===== src/rtl/spi_master_arb_pkg.sv =====
// Shared SPI definitions: FSM state encoding, SPI mode constants and the
// round-robin pick used by the two-requester arbiter.
package spi_master_arb_pkg;

  typedef enum logic [2:0] {
    ST_IDLE,
    ST_LOAD,
    ST_LOW,
    ST_HIGH,
    ST_GAP
  } state_e;

  // Mode 0: sclk idles low, data sampled on the rising sclk edge.
  localparam logic        SPI_CPOL = 1'b0;
  localparam int unsigned SPI_BITS = 8;

  // Index to grant; on contention the requester not granted last wins.
  function automatic logic rr_pick(input logic [1:0] req, input logic last);
    if (req == 2'b11) return ~last;
    return req[1];
  endfunction

endpackage


===== src/rtl/spi_master_arb_if.sv =====
// Requester handshake and SPI pin bundle; master is the arbiter side.
interface spi_master_arb_if;
  logic [1:0] req;
  logic [7:0] tx_data0;
  logic [7:0] tx_data1;
  logic [1:0] gnt;
  logic [1:0] tx_ack;
  logic [7:0] rx_data;
  logic [1:0] rx_valid;
  logic       ss;
  logic       sclk;
  logic       mosi;
  logic       miso;

  modport master (
    input  req, tx_data0, tx_data1, miso,
    output gnt, tx_ack, rx_data, rx_valid, ss, sclk, mosi
  );

  modport slave (
    output req, tx_data0, tx_data1, miso,
    input  gnt, tx_ack, rx_data, rx_valid, ss, sclk, mosi
  );
endinterface


===== src/rtl/spi_shift8.sv =====
// Byte shifter plus half-period counter: MSB-first tx shift on leaving HIGH,
// miso shifted in on the LOW->HIGH edge; no backpressure, paced by the FSM.
module spi_shift8
  import spi_master_arb_pkg::*;
#(
  parameter int unsigned DIV = 2
) (
  input  logic       clk,
  input  logic       reset,
  input  logic       load_i,
  input  logic [7:0] load_dat_i,
  input  logic       run_i,
  input  logic       low_i,
  input  logic       high_i,
  input  logic       miso_i,
  output logic       mosi_o,
  output logic       half_done_o,
  output logic       last_bit_o,
  output logic [7:0] rx_byte_o
);

  localparam logic [7:0] CNT_LAST = 8'(DIV - 1);
  localparam logic [2:0] BIT_LAST = 3'(SPI_BITS - 1);

  logic [7:0] cnt_q, cnt_d;
  logic [7:0] tx_q, tx_d;
  logic [7:0] rx_q, rx_d;
  logic [2:0] bit_q, bit_d;

  assign half_done_o = (cnt_q == CNT_LAST);
  assign last_bit_o  = (bit_q == BIT_LAST);
  assign mosi_o      = tx_q[7];
  assign rx_byte_o   = rx_q;

  always_comb begin
    cnt_d = (run_i && !half_done_o) ? cnt_q + 8'd1 : 8'd0;
    tx_d  = tx_q;
    rx_d  = rx_q;
    bit_d = bit_q;
    if (load_i) begin
      tx_d  = load_dat_i;
      bit_d = '0;
    end else if (low_i && half_done_o) begin
      rx_d = {rx_q[6:0], miso_i};
    end else if (high_i && half_done_o) begin
      tx_d  = {tx_q[6:0], 1'b0};
      bit_d = bit_q + 3'd1;
    end
  end

  always_ff @(posedge clk or posedge reset) begin
    if (reset) begin
      cnt_q <= '0;
      tx_q  <= '0;
      rx_q  <= '0;
      bit_q <= '0;
    end else begin
      cnt_q <= cnt_d;
      tx_q  <= tx_d;
      rx_q  <= rx_d;
      bit_q <= bit_d;
    end
  end

endmodule


===== src/rtl/spi_master_arb.sv =====
// Two-requester round-robin SPI mode-0 master: 1+16*DIV cycles per byte, bursts
// continue while req stays high; a losing requester simply waits with req held.
module spi_master_arb
  import spi_master_arb_pkg::*;
#(
  parameter int unsigned DIV = 2
) (
  input  logic              clk,
  input  logic              reset,
  spi_master_arb_if.master  bus
);

  state_e     state_q, state_d;
  logic [1:0] gnt_q, gnt_d;
  logic [1:0] tx_ack_q, tx_ack_d;
  logic [1:0] rx_valid_q, rx_valid_d;
  logic [7:0] rx_data_q, rx_data_d;
  logic       last_q, last_d;

  logic       pick;
  logic [7:0] tx_sel;
  logic       half_done;
  logic       last_bit;
  logic       sh_mosi;
  logic [7:0] rx_byte;

  assign pick   = rr_pick(bus.req, last_q);
  assign tx_sel = gnt_q[1] ? bus.tx_data1 : bus.tx_data0;

  spi_shift8 #(.DIV(DIV)) u_shift (
    .clk         (clk),
    .reset       (reset),
    .load_i      (state_q == ST_LOAD),
    .load_dat_i  (tx_sel),
    .run_i       (state_q inside {ST_LOW, ST_HIGH, ST_GAP}),
    .low_i       (state_q == ST_LOW),
    .high_i      (state_q == ST_HIGH),
    .miso_i      (bus.miso),
    .mosi_o      (sh_mosi),
    .half_done_o (half_done),
    .last_bit_o  (last_bit),
    .rx_byte_o   (rx_byte)
  );

  always_comb begin
    state_d    = state_q;
    gnt_d      = gnt_q;
    last_d     = last_q;
    tx_ack_d   = '0;
    rx_valid_d = '0;
    rx_data_d  = rx_data_q;
    case (state_q)
      ST_IDLE: begin
        if (bus.req != 2'b00) begin
          state_d = ST_LOAD;
          gnt_d   = pick ? 2'b10 : 2'b01;
          last_d  = pick;
        end
      end
      ST_LOAD: begin
        state_d  = ST_LOW;
        tx_ack_d = gnt_q;
      end
      ST_LOW: begin
        if (half_done) state_d = ST_HIGH;
      end
      ST_HIGH: begin
        if (half_done) begin
          if (last_bit) begin
            rx_data_d  = rx_byte;
            rx_valid_d = gnt_q;
            // Burst continues only for the owner; the other side waits for GAP.
            if ((bus.req & gnt_q) != 2'b00) begin
              state_d = ST_LOAD;
            end else begin
              state_d = ST_GAP;
              gnt_d   = '0;
            end
          end else begin
            state_d = ST_LOW;
          end
        end
      end
      ST_GAP: begin
        if (half_done) state_d = ST_IDLE;
      end
      default: state_d = ST_IDLE;
    endcase
  end

  always_ff @(posedge clk or posedge reset) begin
    if (reset) begin
      state_q    <= ST_IDLE;
      gnt_q      <= '0;
      tx_ack_q   <= '0;
      rx_valid_q <= '0;
      rx_data_q  <= '0;
      last_q     <= 1'b1;
    end else begin
      state_q    <= state_d;
      gnt_q      <= gnt_d;
      tx_ack_q   <= tx_ack_d;
      rx_valid_q <= rx_valid_d;
      rx_data_q  <= rx_data_d;
      last_q     <= last_d;
    end
  end

  assign bus.gnt      = gnt_q;
  assign bus.tx_ack   = tx_ack_q;
  assign bus.rx_valid = rx_valid_q;
  assign bus.rx_data  = rx_data_q;
  assign bus.ss       = state_q inside {ST_LOAD, ST_LOW, ST_HIGH};
  assign bus.sclk     = (state_q == ST_HIGH) ^ SPI_CPOL;
  assign bus.mosi     = (state_q == ST_LOAD) ? tx_sel[7] :
                        (state_q inside {ST_LOW, ST_HIGH}) ? sh_mosi : 1'b0;

endmodule


===== src/flat_wrapper.sv =====
// flat-port wrapper written by rule: the top's interface ports become plain ports
module spi_master_arb_flat import spi_master_arb_pkg::*;
#(
  parameter int unsigned DIV = 2
)
  (clk, reset, bus_req, bus_tx_data0, bus_tx_data1, bus_miso, bus_gnt, bus_tx_ack, bus_rx_data, bus_rx_valid, bus_ss, bus_sclk, bus_mosi);
  spi_master_arb_if bus_i ();
  input  logic clk;
  input  logic reset;
  input wire logic [$bits(bus_i.req)-1:0] bus_req;
  input wire logic [$bits(bus_i.tx_data0)-1:0] bus_tx_data0;
  input wire logic [$bits(bus_i.tx_data1)-1:0] bus_tx_data1;
  input wire logic [$bits(bus_i.miso)-1:0] bus_miso;
  output wire logic [$bits(bus_i.gnt)-1:0] bus_gnt;
  output wire logic [$bits(bus_i.tx_ack)-1:0] bus_tx_ack;
  output wire logic [$bits(bus_i.rx_data)-1:0] bus_rx_data;
  output wire logic [$bits(bus_i.rx_valid)-1:0] bus_rx_valid;
  output wire logic [$bits(bus_i.ss)-1:0] bus_ss;
  output wire logic [$bits(bus_i.sclk)-1:0] bus_sclk;
  output wire logic [$bits(bus_i.mosi)-1:0] bus_mosi;
  assign bus_i.req = bus_req;
  assign bus_i.tx_data0 = bus_tx_data0;
  assign bus_i.tx_data1 = bus_tx_data1;
  assign bus_i.miso = bus_miso;
  assign bus_gnt = bus_i.gnt;
  assign bus_tx_ack = bus_i.tx_ack;
  assign bus_rx_data = bus_i.rx_data;
  assign bus_rx_valid = bus_i.rx_valid;
  assign bus_ss = bus_i.ss;
  assign bus_sclk = bus_i.sclk;
  assign bus_mosi = bus_i.mosi;
  spi_master_arb #(.DIV(DIV)) u_core (.clk(clk), .reset(reset), .bus(bus_i));
endmodule

===== config.mk =====
export PLATFORM = sky130hd
export DESIGN_NAME = spi_master_arb_flat
export DESIGN_NICKNAME = d
export VERILOG_FILES = /design/src/rtl/spi_master_arb_pkg.sv /design/src/rtl/spi_master_arb_if.sv /design/src/rtl/spi_shift8.sv /design/src/rtl/spi_master_arb.sv /design/src/flat_wrapper.sv
export SDC_FILE = /design/constraint.sdc
export NUM_CORES = 1
export LEC_CHECK = 0
export ABC_AREA = 1
export BUFFER_PORTS_ARGS = -buffer_cell sky130_fd_sc_hd__buf_2
export CORE_AREA = 2 2 95 69
export CTS_BUF_LIST = sky130_fd_sc_hd__clkbuf_2 sky130_fd_sc_hd__clkbuf_4 sky130_fd_sc_hd__clkbuf_8
export CTS_CLUSTER_SIZE = 40
export DETAILED_ROUTE_END_ITERATION = 8
export DIE_AREA = 0 0 97 71
export PLACE_DENSITY = 0.69
export SLEW_MARGIN = 25
export SYNTH_ARGS = -nofsm -noshare
export SYNTH_HDL_FRONTEND = slang
export SYNTH_SLANG_ARGS = --single-unit
export TNS_END_PERCENT = 50

===== constraint.sdc =====
create_clock -name clk -period 3.5 [get_ports clk]
set_clock_uncertainty 0.05 [all_clocks]
set_input_delay 0.35 -clock clk [delete_from_list [all_inputs] [get_ports clk]]
set_output_delay 0.35 -clock clk [all_outputs]
set_load 0.02 [all_outputs]

# Word level (Yosys, flattened, before mapping)
# Cells that the tools add are included.
[totals]
latch_bits = 0
n_memories = 0
ramBits = 0
inputBits = 21
output_inout_bits = 17
mem_bits_ro = 0
ff_bits = 45
[classes]
div = 0
add_sub_neg = 2
n_eq_ne = 14
mul = 0
shift = 0
muxes = 30
n_lt_le_gt_ge = 0
n_reduce_logical = 18
bitwise = 3
[op_table]
columns = ["cell", "n"]
rows = [
  ["$mux W8", 5],
  ["$mux W3", 9],
  ["$mux W2", 9],
  ["$pmux W3 S5", 1],
  ["$reduce_bool A2 Y1", 5],
  ["$add A8 B1 Y8 const B", 1],
  ["$eq A8 B1 Y1 const B", 1],
  ["$ne A2 B1 Y1 const B", 4],
  ["$eq A3 B2 Y1 const B", 2],
  ["$eq A3 B3 Y1 const B", 2],
  ["$ne A2 B2 Y1 const B", 3],
  ["$reduce_and A2 Y1", 3],
  ["$reduce_bool A3 Y1", 2],
  ["$mux W1", 5],
  ["$reduce_and A5 Y1", 1],
  ["$pmux W2 S2", 1],
  ["$reduce_and A4 Y1", 1],
  ["$add A3 B1 Y3 const B", 1],
  ["$eq A3 B1 Y1 const B", 1],
  ["$logic_and A1 B1 Y1", 3],
  ["$logic_not A3 Y1", 1],
  ["$reduce_and A3 Y1", 1],
  ["$and A2 B2 Y2", 1],
  ["$eq A2 B2 Y1 const B", 1],
  ["2 further kinds", 3],
]

# Logic depth before layout (Yosys ltp)
# Gate-level depths: netlist of the first run.
[depth]
word_depth = 6
ltp_mapped = 9

# By module
# From an unflattened synthesis of the first run, not the netlist that was laid out.
[unflattened]
hier_cells = 316
area_unflattened_um2 = 2463.6
[by_module_without_submodules]
columns = ["module", "area_per_inst_um2", "n_inst", "seq_area_each_um2", "cells_each"]
rows = [
  ["spi_shift8", 1450.1, 1, 675.6, 172],
  ["spi_master_arb", 1013.5, 1, 451.7, 144],
]

# Worst setup path before layout of the first run
# Ideal clock, no wire load.
[synth_timing]
path_type = "register to output"
from = "register u_core.state_q[2]"
to = "output port bus_mosi"
required_time_ns = 3.100
setup_slack_ns = 1.894
arrival_ns = 1.206
n_path_buf = 1
stages_incl_launch_ff = 5
cell_sequence = "dfrtp_1 > buf_2 > inv_2 > nand2_1 > o21ai_0"
[synth_via]
elab_chain_cells = 4
[synth_rtl]
columns = ["item", "line_no", "rtl"]
rows = [
  ["start: declaration", "spi_master_arb.sv:13", "state_e state_q, state_d;"],
  ["start signal: assignment", "spi_master_arb.sv:100", "state_q <= state_d;"],
  ["$eq A3 B2 Y1", "spi_master_arb.sv:116", "(state_q inside {ST_LOW, ST_HIGH}) ? sh_mosi : 1'b0;"],
  ["$reduce_bool A2 Y1", "spi_master_arb.sv:116", ""],
  ["$mux W1", "spi_master_arb.sv:116", ""],
  ["$mux W1 (*)", "spi_master_arb.sv:115", "assign bus.mosi = (state_q == ST_LOAD) ? tx_sel[7] :"],
  ["end: declaration", "flat_wrapper.sv:20", "output wire logic [$bits(bus_i.mosi)-1:0] bus_mosi;"],
]
# Mark *: on every way between the ends. The rest lies on a longest branch, timed or not.

# Final worst setup path of the first run
# Same ends and word-level chain as after synthesis.

==> results of run 1 <==
## logic make-up after synthesis
family,Yosys count,synth area share
buffers and inverters,46,0.0884
DFF,45,0.486
and+or+nand+nor,147,0.295
adders and majority gates,5,0.0270
xor gates and xnor gates,1,0.00377
AOI/OAI and AO/OA,40,0.0997
## metal layers
layer	vias up	global-route usage
met5	-	0
met4	0	0.0423
met3	5	0.0405
met2	65	0.184
met1	790	0.208
li1	966	-
## flip-flops by register name, indices dropped and copies added, names as in the netlist
signal                    flops
u_core.bus.tx_ack             2
u_core.bus.rx_data            8
u_core.u_shift.rx_byte_o      8
u_core.u_shift.bit_q          3
u_core.u_shift.cnt_q          8
u_core.state_q                3
u_core.bus.gnt                2
u_core.u_shift.tx_q           8
u_core.last_q                 1
u_core.bus.rx_valid           2
## metrics by stage
| step | setup WS, ns | std cells | hold slack, ns |
|---|---|---|---|
| after CTS | 1.38 | 402 | 0.147 |
| after global routing | 1.24 | 402 | 0.196 |
| final | 1.38 | 402 | 0.125 |
| after detailed placement | 1.73 | 394 | 0.416 |
| after global placement | 1.78 | 394 | 0.412 |
| after floorplan | 1.89 | 284 | 0.396 |
## cell type report
cell class | instances | area (µm²) | share of cell area
multi-input cells | 193 | 988 | 0.372
repair buffers | 38 | 193 | 0.0725
clock inverters | 1 | 5.00 | 0.00188
well taps | 78 | 97.6 | 0.0367
clock buffers | 7 | 96.3 | 0.0363
inverters | 40 | 150 | 0.0565
flip-flops and latches | 45 | 1130 | 0.424
## worst max-delay path: stages, from the launching register on
cell and delay, ns:
sky130_fd_sc_hd__dfrtp_1 0.53, sky130_fd_sc_hd__nor2_4 0.18, sky130_fd_sc_hd__nand2_2 0.11, sky130_fd_sc_hd__inv_2 0.19, sky130_fd_sc_hd__nand2_1 0.09, sky130_fd_sc_hd__o21ai_0 0.11
sky130_fd_sc_hd__buf_2 0.21
## cells in the mapped netlist
master,count
sky130_fd_sc_hd__nand3_4,1
sky130_fd_sc_hd__buf_6,4
sky130_fd_sc_hd__inv_2,4
sky130_fd_sc_hd__nand2_2,4
sky130_fd_sc_hd__ha_1,5
sky130_fd_sc_hd__nand4_1,1
sky130_fd_sc_hd__nor2_4,1
sky130_fd_sc_hd__nor2_2,2
sky130_fd_sc_hd__o21ai_0,9
sky130_fd_sc_hd__dfstp_2,1
sky130_fd_sc_hd__dfrtp_1,44
sky130_fd_sc_hd__nand2_1,90
sky130_fd_sc_hd__and3_1,1
sky130_fd_sc_hd__nand3_2,1
sky130_fd_sc_hd__nand4_4,1
sky130_fd_sc_hd__nand2_4,1
sky130_fd_sc_hd__buf_2,2
sky130_fd_sc_hd__nor2_8,2
sky130_fd_sc_hd__nor2_1,20
sky130_fd_sc_hd__or2_2,1
sky130_fd_sc_hd__o21ai_2,8
sky130_fd_sc_hd__a21oi_1,3
sky130_fd_sc_hd__xor2_1,1
sky130_fd_sc_hd__inv_1,35
sky130_fd_sc_hd__clkinv_1,1
sky130_fd_sc_hd__nor3_1,7
sky130_fd_sc_hd__nand3_1,14
sky130_fd_sc_hd__o22ai_1,1
sky130_fd_sc_hd__o21ai_1,19
## final timing paths
check                                              end  slack (ns)  cells past startpoint
setup / recovery                              bus_mosi        1.38                      6
hold / removal                   u_core.bus.rx_data[7]        0.13                      3
setup reg to reg               u_core.u_shift.bit_q[0]        1.86                      9
hold reg to reg                  u_core.bus.rx_data[3]        0.43                      2
max in group asynchronous                u_core.last_q        2.89                      3
min in group clk           u_core.u_shift.rx_byte_o[0]        0.24                      3
## power by group
| group | leakage, nW | switching [mW] | internal [mW] |
|---|---|---|---|
| clock network | 0.0542 | 0.175 | 0.179 |
| logic | 0.772 | 0.531 | 0.257 |
| registers | 0.576 | 0.0999 | 0.662 |
| total | 1.40 | 0.806 | 1.10 |
==> flow_summary.yaml, run 1 <==
run_status:
  run_status: "finished clean"
worst_setup_path:
  critPathArrivalTime_ns: 1.72
  timing.critical_path.to_type: "primary output"
  startpoint: "u_core.state_q[2]"
  startpoint_type: "flop"
  timing.setup.critical_path_class: "flop to primary output"
  worst_ep_required_time_ns: 3.10
  timing.critical_path.fanout_max: 14
  reg2reg_from: "u_core.u_shift.cnt_q[1]"
sta:
  timing.final.crit_share: 0.605
  timing.max_slew.rel_slack: 0.627
  finalWorstPathRequiredPeriod_ns: 2.12
  final-hold-violation-count: 0
  timing.fmax_mhz: 473
  final_max_slew_viol_count: 0
  tightest_slew_ns: 0.559
  rsz0062_at_grt: "false"
  finalSetupViolCount: 0
  finalSetupTns_ns: 0
detailed_routing:
  dr.first_iter.drc_count: 75
  drt_first_pass_iters: 4
  vias: 1826
  route.top_layer_used: "met4"
  wl_met2_mm: 1.66
  detail_route.wl_per_cell_um: 10.8
  wl_met1_mm: 2.30
  drc_errors_left: 0
  routed_wirelength_mm: 4.33
  drtAntennaViolNets: 0
  avgViaCountPerCell: 4.54
  routed-wl-met3_um: 330
die:
  die_width_um: 97
  core_area_um2: 6040
  io_pins: 38
  die_area_um2: 6890
  start_util: 0.385
  rows: 24
  die_height_um: 71
power:
  leakage_nw: 1.40
  total_chip_power_mw: 1.90
  power_density_nw_per_um2: 716
  vdd.ir_drop.worst_v: 0.000334
cells_and_area:
  stdcell_area_um2: 2660
  post_route_cells_drive_above_1_share: 0.225
  layout_commonest_cell: "sky130_fd_sc_hd__nand2_1"
  postLayoutCoreUtil: 0.440
  fillerInstances: 604
  layout.cells.most_common_list: "sky130_fd_sc_hd__nand2_1, sky130_fd_sc_hd__dfrtp_1, sky130_fd_sc_hd__buf_2, sky130_fd_sc_hd__inv_1, sky130_fd_sc_hd__nor2_1"
  diodes: 0
  finish.net_count: 349
  layout_stage_area_growth_over_the_synthesis_result_pct: 14.5
hold_path:
  hold_path.class: "input pin to async pin"
synthesis:
  avg_cell_area_syn_um2: 8.17
  synth_area_leader: "sky130_fd_sc_hd__dfrtp_1"
  synth_top_area_share: 0.474
  ys_ff_latch: 45
  synth.area.top_cells: "sky130_fd_sc_hd__dfrtp_1, sky130_fd_sc_hd__nand2_1, sky130_fd_sc_hd__inv_1"
  yosys_warning_total: 0
  yosysSeqAreaShare: 0.486
  syn-cell-area_um2: 2320
  yosysUniqueCellTypes: 29
  synth_nets: 310
  postSynthCellCount: 284
grt:
  global_route_usage_over_all_layers: 0.136
  grt_remaining_overflow: 0
  antenna_found_initial: 0
  grt_max_degree: 46
  grt_pass1_wl_mm: 7.61
  vias_in_the_first_global_route: 1669
clock_network:
  clk-insertion-delay-late_ns: 0.30
  cts.repair.resized: 0
  clock_tree.buffer_depth: 2
  post-cts-setup-buffers: 0
  cts-buffers-inserted: 5
  tritoncts: "yes"
  cts.root.buffer_cell: "sky130_fd_sc_hd__clkbuf_8"
  htreeDepth: 2
  cts.reportedPaths.clkPinSlew_ns: 0.08
  holdBufCountCts: 0
  cts_num_sinks: 45
placement:
  place_hpwl_mm: 3.21
  placed_cell_area_um2: 2560
  routability_congestion: 0.829
  port-buffer-count: 37
job:
  timing.max_cap.violations: 0
Note: power is estimated with default switching activity, not from simulation.
==> run 2: changes to the inputs <==
--- a/config.mk
+++ b/config.mk
@@ -12,7 +12,7 @@
 export CTS_CLUSTER_SIZE = 40
 export DETAILED_ROUTE_END_ITERATION = 8
 export DIE_AREA = 0 0 97 71
-export PLACE_DENSITY = 0.69
+export PLACE_DENSITY = 0.71
 export SLEW_MARGIN = 25
 export SYNTH_ARGS = -nofsm -noshare
 export SYNTH_HDL_FRONTEND = slang
==> constraint.sdc (replaced) <==
create_clock -name clk -period 1.8 [get_ports clk]
set_clock_uncertainty 0.05 [all_clocks]
set_input_delay 0.18 -clock clk [delete_from_list [all_inputs] [get_ports clk]]
set_output_delay 0.18 -clock clk [all_outputs]
set_load 0.02 [all_outputs]
==> run 2 against run 1 <==
  * Clock power grew to 2.6 times the previous value
  * Total power rose by 110%
  * Critical path depth did not move
  * Cell area grew 2.5%
  * Clock-buffer cell count is 2 lower
  * Wire length up 1.7%
  * Die area unchanged
  * Register-to-register slack got worse by 1.6 ns
  * Non-clock buffer count increased by 4
  * Combinational power rose by 100%
  * Via count rose by 1.3%
  * Critical path type unchanged
  * Highest routed layer unchanged
==> flow_summary.yaml, run 2 (same netlist as run 1, synthesis figures left out) <==
run_status:
  run_status: "finished clean"
worst_setup_path:
  path_cells: "nor2_4 > nand2_2 > inv_2 > nand2_1 > o21ai_1 > buf_2"
  critPathArrivalTime_ns: 1.50
  worst_path_largest_cell_delay_ns: 0.50
  worst_ep_required_time_ns: 1.57
  timing.critical_path.to_type: "primary output"
  timing.setup.critical_path_class: "flop to primary output"
  startpoint_type: "flop"
  cpMaxStageDelayCell: "sky130_fd_sc_hd__dfrtp_2"
  timing.critical_path.fanout_max: 7
cells_and_area:
  layout.cells.most_common_list: "sky130_fd_sc_hd__nand2_1, sky130_fd_sc_hd__dfrtp_1, sky130_fd_sc_hd__buf_2, sky130_fd_sc_hd__inv_1"
  layout_stage_area_growth_over_the_synthesis_result_pct: 17.4
  fillerInstances: 595
  postLayoutCoreUtil: 0.451
  finish.net_count: 353
  diodes: 0
  final_cell_count_no_fill: 406
  stdcell_area_um2: 2730
  post_route_cells_drive_above_1_share: 0.238
  layout_commonest_cell: "sky130_fd_sc_hd__nand2_1"
clock_network:
  clock_tree.buffer_depth: 2
  cts-buffers-inserted: 5
  cts.reportedPaths.clkPinSlew_ns: 0.09
  post-cts-setup-buffers: 0
  cts_num_sinks: 45
  tritoncts: "yes"
  clk-insertion-delay-late_ns: 0.30
  htreeDepth: 2
  cts.root.buffer_cell: "sky130_fd_sc_hd__clkbuf_8"
detailed_routing:
  route.top_layer_used: "met4"
  drt_first_pass_iters: 4
  detail_route.wl_per_cell_um: 10.8
  routed_wirelength_mm: 4.41
  drtAntennaViolNets: 0
  vias: 1850
  wl_met1_mm: 2.42
  avgViaCountPerCell: 4.56
  dr.first_iter.drc_count: 74
  drc_errors_left: 0
  routed-wl-met3_um: 216
  wl_met2_mm: 1.72
sta:
  final-hold-violation-count: 0
  final_max_slew_viol_count: 0
  finalSetupTns_ns: 0
  hold_ws_ns: 0.0564
  timing.final.crit_share: 0.960
  tightest_slew_ns: 0.565
  finalWorstPathRequiredPeriod_ns: 1.73
  timing.max_slew.rel_slack: 0.623
  timing.fmax_mhz: 579
  final.setup.worst_slack_ns: 0.0716
  rsz0062_at_grt: "false"
  finalSetupViolCount: 0
grt:
  vias_in_the_first_global_route: 1741
  grt_pass1_wl_mm: 7.80
  grt_remaining_overflow: 0
  antenna_found_initial: 0
  grt_max_degree: 46
  global_route_usage_over_all_layers: 0.138
placement:
  place_hpwl_mm: 3.24
  port-buffer-count: 37
  dp_cells: 397
  place_ws_ns: 0.236
  routability_congestion: 0.851
  placed_cell_area_um2: 2580
power:
  share_clk_of_total_power: 0.228
  power_density_nw_per_um2: 1460
  vdd.ir_drop.worst_v: 0.000699
  combPwrFrac: 0.404
  leakage_nw: 1.43
  p_switching_mw: 1.60
  p_sw_frac: 0.401
  sequentialPowerShare: 0.368
  cellInternalPower_mw: 2.39
  total_chip_power_mw: 3.99
hold_path:
  hold_path.class: "input pin to flop"
die:
  start_util: 0.385
  core_area_um2: 6040
  rows: 24
  die_height_um: 71
  die_area_um2: 6890
  io_pins: 38
  die_width_um: 97
job:
  timing.max_cap.violations: 0
[run 2: per-layer routing]
| layer | vias to the layer above | global-route usage |
|---|---|---|
| li1 | 974 | - |
| met1 | 822 | 0.209 |
| met2 | 47 | 0.195 |
| met3 | 7 | 0.0336 |
| met4 | 0 | 0.0376 |
| met5 | - | 0 |
[run 2: power by group through the flow]
| stage | Sequential, mW | Clock, mW | Combinational (mW) |
|---|---|---|---|
| floorplan | 1.50 | 0 | 1.25 |
| global placement | 1.48 | 0 | 1.59 |
| detailed placement | 1.48 | 0 | 1.62 |
| CTS | 1.47 | 0.935 | 1.63 |
| global route | 1.50 | 0.968 | 1.86 |
| finish | 1.47 | 0.909 | 1.61 |
[run 2: worst paths after layout]
kind                                              start                     endpoint  slack (ns)  cells after the start
worst min register to register            u_core.last_q                u_core.last_q        0.44                      2
worst max-delay path                  u_core.state_q[2]                     bus_mosi        0.07                      6
min in group asynchronous                         reset      u_core.u_shift.cnt_q[3]        0.50                      4
worst max register to register  u_core.u_shift.cnt_q[1]        u_core.bus.rx_data[2]        0.25                      7
worst min-delay path                           bus_miso  u_core.u_shift.rx_byte_o[0]        0.06                      3
max in group asynchronous                         reset            u_core.state_q[2]        0.79                      4
[run 2: area by class of cell]
| class | count | area [µm²] | share of cell area |
|---|---|---|---|
| flip-flops and latches | 45 | 1130 | 0.415 |
| well taps | 78 | 97.6 | 0.0358 |
| multi-input cells | 193 | 988 | 0.363 |
| clock inverters | 3 | 65.1 | 0.0239 |
| inverters | 40 | 150 | 0.0551 |
| clock buffers | 5 | 68.8 | 0.0253 |
| repair buffers | 42 | 225 | 0.0826 |
[run 2: worst max-delay path: cells and delay by family, from the launching register on]
kind	cells	cell delay [ns]
compound gates	1	0.11
buf+inv	2	0.27
flops	1	0.50
simple gates	3	0.31
[run 2: repair_timing]
action | 4_1_cts | 5_1_grt
endpoints found under the setup margin | 1 | 1
pin swaps | 0 | 0
resized for setup | 1 | 2
hold buffers | 1 | 0
hold endpoints to repair | 44 | 0
==> run 3: changes to the inputs <==
--- a/config.mk
+++ b/config.mk
@@ -12,9 +12,8 @@
 export CTS_CLUSTER_SIZE = 40
 export DETAILED_ROUTE_END_ITERATION = 8
 export DIE_AREA = 0 0 97 71
-export PLACE_DENSITY = 0.71
+export PLACE_DENSITY = 0.72
 export SLEW_MARGIN = 25
 export SYNTH_ARGS = -nofsm -noshare
 export SYNTH_HDL_FRONTEND = slang
 export SYNTH_SLANG_ARGS = --single-unit
-export TNS_END_PERCENT = 50
==> run 3 against run 2 <==
  * Worst hold slack improved by 0.017 ns
  * Via count fell by 0.59%
  * Utilization rose by 0.21 points
  * Clock power fell by 2%
  * Die area did not move
  * Clock-buffer cell count did not move
  * Cell area rose by 0.46%
  * Critical path type unchanged
  * Largest power group unchanged
  * Highest routed layer unchanged
==> flow_summary.yaml, run 3 (same netlist as run 1, synthesis figures left out) <==
run_status:
  run_status: "finished clean"
cells_and_area:
  finish.net_count: 354
  final_cell_count_no_fill: 407
  layout_commonest_cell: "sky130_fd_sc_hd__nand2_1"
  diodes: 0
  post_route_cells_drive_above_1_share: 0.246
  layout_stage_area_growth_over_the_synthesis_result_pct: 18.0
  stdcell_area_um2: 2740
  multi_input_logic_area_um2: 988
  sequential_cell_area_um2: 1130
  fillerInstances: 591
  layout.cells.most_common_list: "sky130_fd_sc_hd__nand2_1, sky130_fd_sc_hd__dfrtp_1, sky130_fd_sc_hd__buf_2, sky130_fd_sc_hd__inv_1, sky130_fd_sc_hd__nor2_1"
die:
  die_width_um: 97
  io_pins: 38
  core_area_um2: 6040
  die_area_um2: 6890
  start_util: 0.385
  rows: 24
  die_height_um: 71
worst_setup_path:
  critPathBufInv: 2
  path_cells: "nor2_4 > nand2_2 > inv_2 > nand2_1 > o21ai_0 > buf_2"
  worst_ep_required_time_ns: 1.57
  critical_path.top_delay_family: "flip-flops"
  timing.setup.critical_path_class: "flop to primary output"
  worst_path_largest_cell_delay_ns: 0.47
  cpMaxStageDelayCell: "sky130_fd_sc_hd__dfrtp_2"
  startpoint_type: "flop"
  ff2ff_setup_slack_ns: 0.24
  crit-reg2reg-capture: "u_core.bus.rx_data[2]"
  timing.critical_path.fanout_max: 7
  critPathArrivalTime_ns: 1.46
  r2r_cells: 7
  timing.critical_path.to_type: "primary output"
  reg2reg_from: "u_core.u_shift.cnt_q[1]"
grt:
  grt_pass1_wl_mm: 7.72
  grt_remaining_overflow: 0
  antenna_found_initial: 0
  grt_max_degree: 46
  vias_in_the_first_global_route: 1761
  global_route_usage_over_all_layers: 0.138
clock_network:
  cts.root.buffer_cell: "sky130_fd_sc_hd__clkbuf_8"
  cts.reportedPaths.clkPinSlew_ns: 0.08
  cts-buffers-inserted: 5
  clock_tree.buffer_depth: 2
  cts_num_sinks: 45
  tritoncts: "yes"
  clk-insertion-delay-late_ns: 0.30
  htreeDepth: 2
placement:
  dp_cells: 397
  place_hpwl_mm: 3.14
  routability_congestion: 0.851
  placed_cell_area_um2: 2580
  port-buffer-count: 37
detailed_routing:
  vias: 1839
  detail_route.wl_per_cell_um: 10.5
  dr.first_iter.drc_count: 77
  drt_first_pass_iters: 4
  avgViaCountPerCell: 4.52
  drc_errors_left: 0
  routed_wirelength_mm: 4.29
  drtAntennaViolNets: 0
hold_path:
  min-delay-start: "bus_miso"
  hold_end: "u_core.u_shift.rx_byte_o[0]"
  hold_path.class: "input pin to flop"
  timing.hold.worst_path_depth: 3
sta:
  rsz0062_at_grt: "false"
  timing.max_slew.rel_slack: 0.629
  finalSetupTns_ns: 0
  finalSetupViolCount: 0
  final_max_slew_viol_count: 0
  timing.final.crit_share: 0.940
  tightest_slew_ns: 0.557
  final-hold-violation-count: 0
  timing.fmax_mhz: 591
  finalWorstPathRequiredPeriod_ns: 1.69
job:
  timing.max_cap.violations: 0
power:
  power_density_nw_per_um2: 1450
  leakage_nw: 1.44
  vdd.ir_drop.worst_v: 0.000705
[run 3: final cells by class]
cell class,count,share of cell area
clock inverter,3,0.0238
timing repair buffer,43,0.0850
sequential,45,0.413
inverter,40,0.0562
multi-input combinational,193,0.361
tap,78,0.0356
clock buffer,5,0.0251
[run 3: tightest hold or removal path, stage by stage]
cell	delay, ns
sky130_fd_sc_hd__buf_2	0.09
sky130_fd_sc_hd__inv_1	0.04
sky130_fd_sc_hd__o21ai_1	0.06
[run 3: routing by layer]
layer	GRT usage	share of wire
met4	0.0485	0.014
met5	0	0
met2	0.196	0.39
met3	0.0326	0.058
met1	0.205	0.54
[run 3: how the worst max path moves through the flow]
stage	startpoint	to	slack (ns)	cells past startpoint
after floorplan	u_core.state_q[2]	bus_mosi	0.36	4
after global routing	u_core.state_q[0]	bus_mosi	0.008	7
after detailed placement	u_core.u_shift.cnt_q[1]	u_core.bus.rx_data[2]	0.23	7
after CTS	u_core.state_q[2]	bus_mosi	0.05	4
final	u_core.state_q[2]	bus_mosi	0.11	6
after global placement	u_core.u_shift.cnt_q[1]	u_core.bus.rx_data[5]	0.30	7
[run 3: where the power goes]
part	switching [mW]	total [mW]	internal, mW	leakage, nW
Combinational	1.06	1.61	0.550	0.796
Sequential	0.180	1.47	1.29	0.572
Clock	0.343	0.895	0.551	0.0681
Total	1.59	3.98	2.39	1.44
[run 3: per-stage QoR]
| step | hold slack (ns) | total power [mW] | util | setup WS, ns |
|---|---|---|---|---|
| after floorplan | 0.260 | 2.75 | - | 0.364 |
| after global routing | 0.0734 | 4.32 | 0.454 | 0.00845 |
| after CTS | 0.0657 | 4.00 | 0.451 | 0.0541 |
| final | 0.0738 | 3.98 | 0.454 | 0.107 |
| after global placement | 0.300 | 3.06 | 0.427 | 0.299 |
| after detailed placement | 0.303 | 3.09 | 0.427 | 0.235 |
[run 3: repair_timing]
| action | CTS | global route |
|---|---|---|
| gates cloned | 0 | 0 |
| resized for setup | 1 | 3 |
| pin swaps | 0 | 0 |
| endpoints found under the hold margin | 44 | 0 |
| setup endpoints to repair | 1 | 1 |
| buffers inserted | 0 | 1 |
| hold buffers | 1 | 0 |
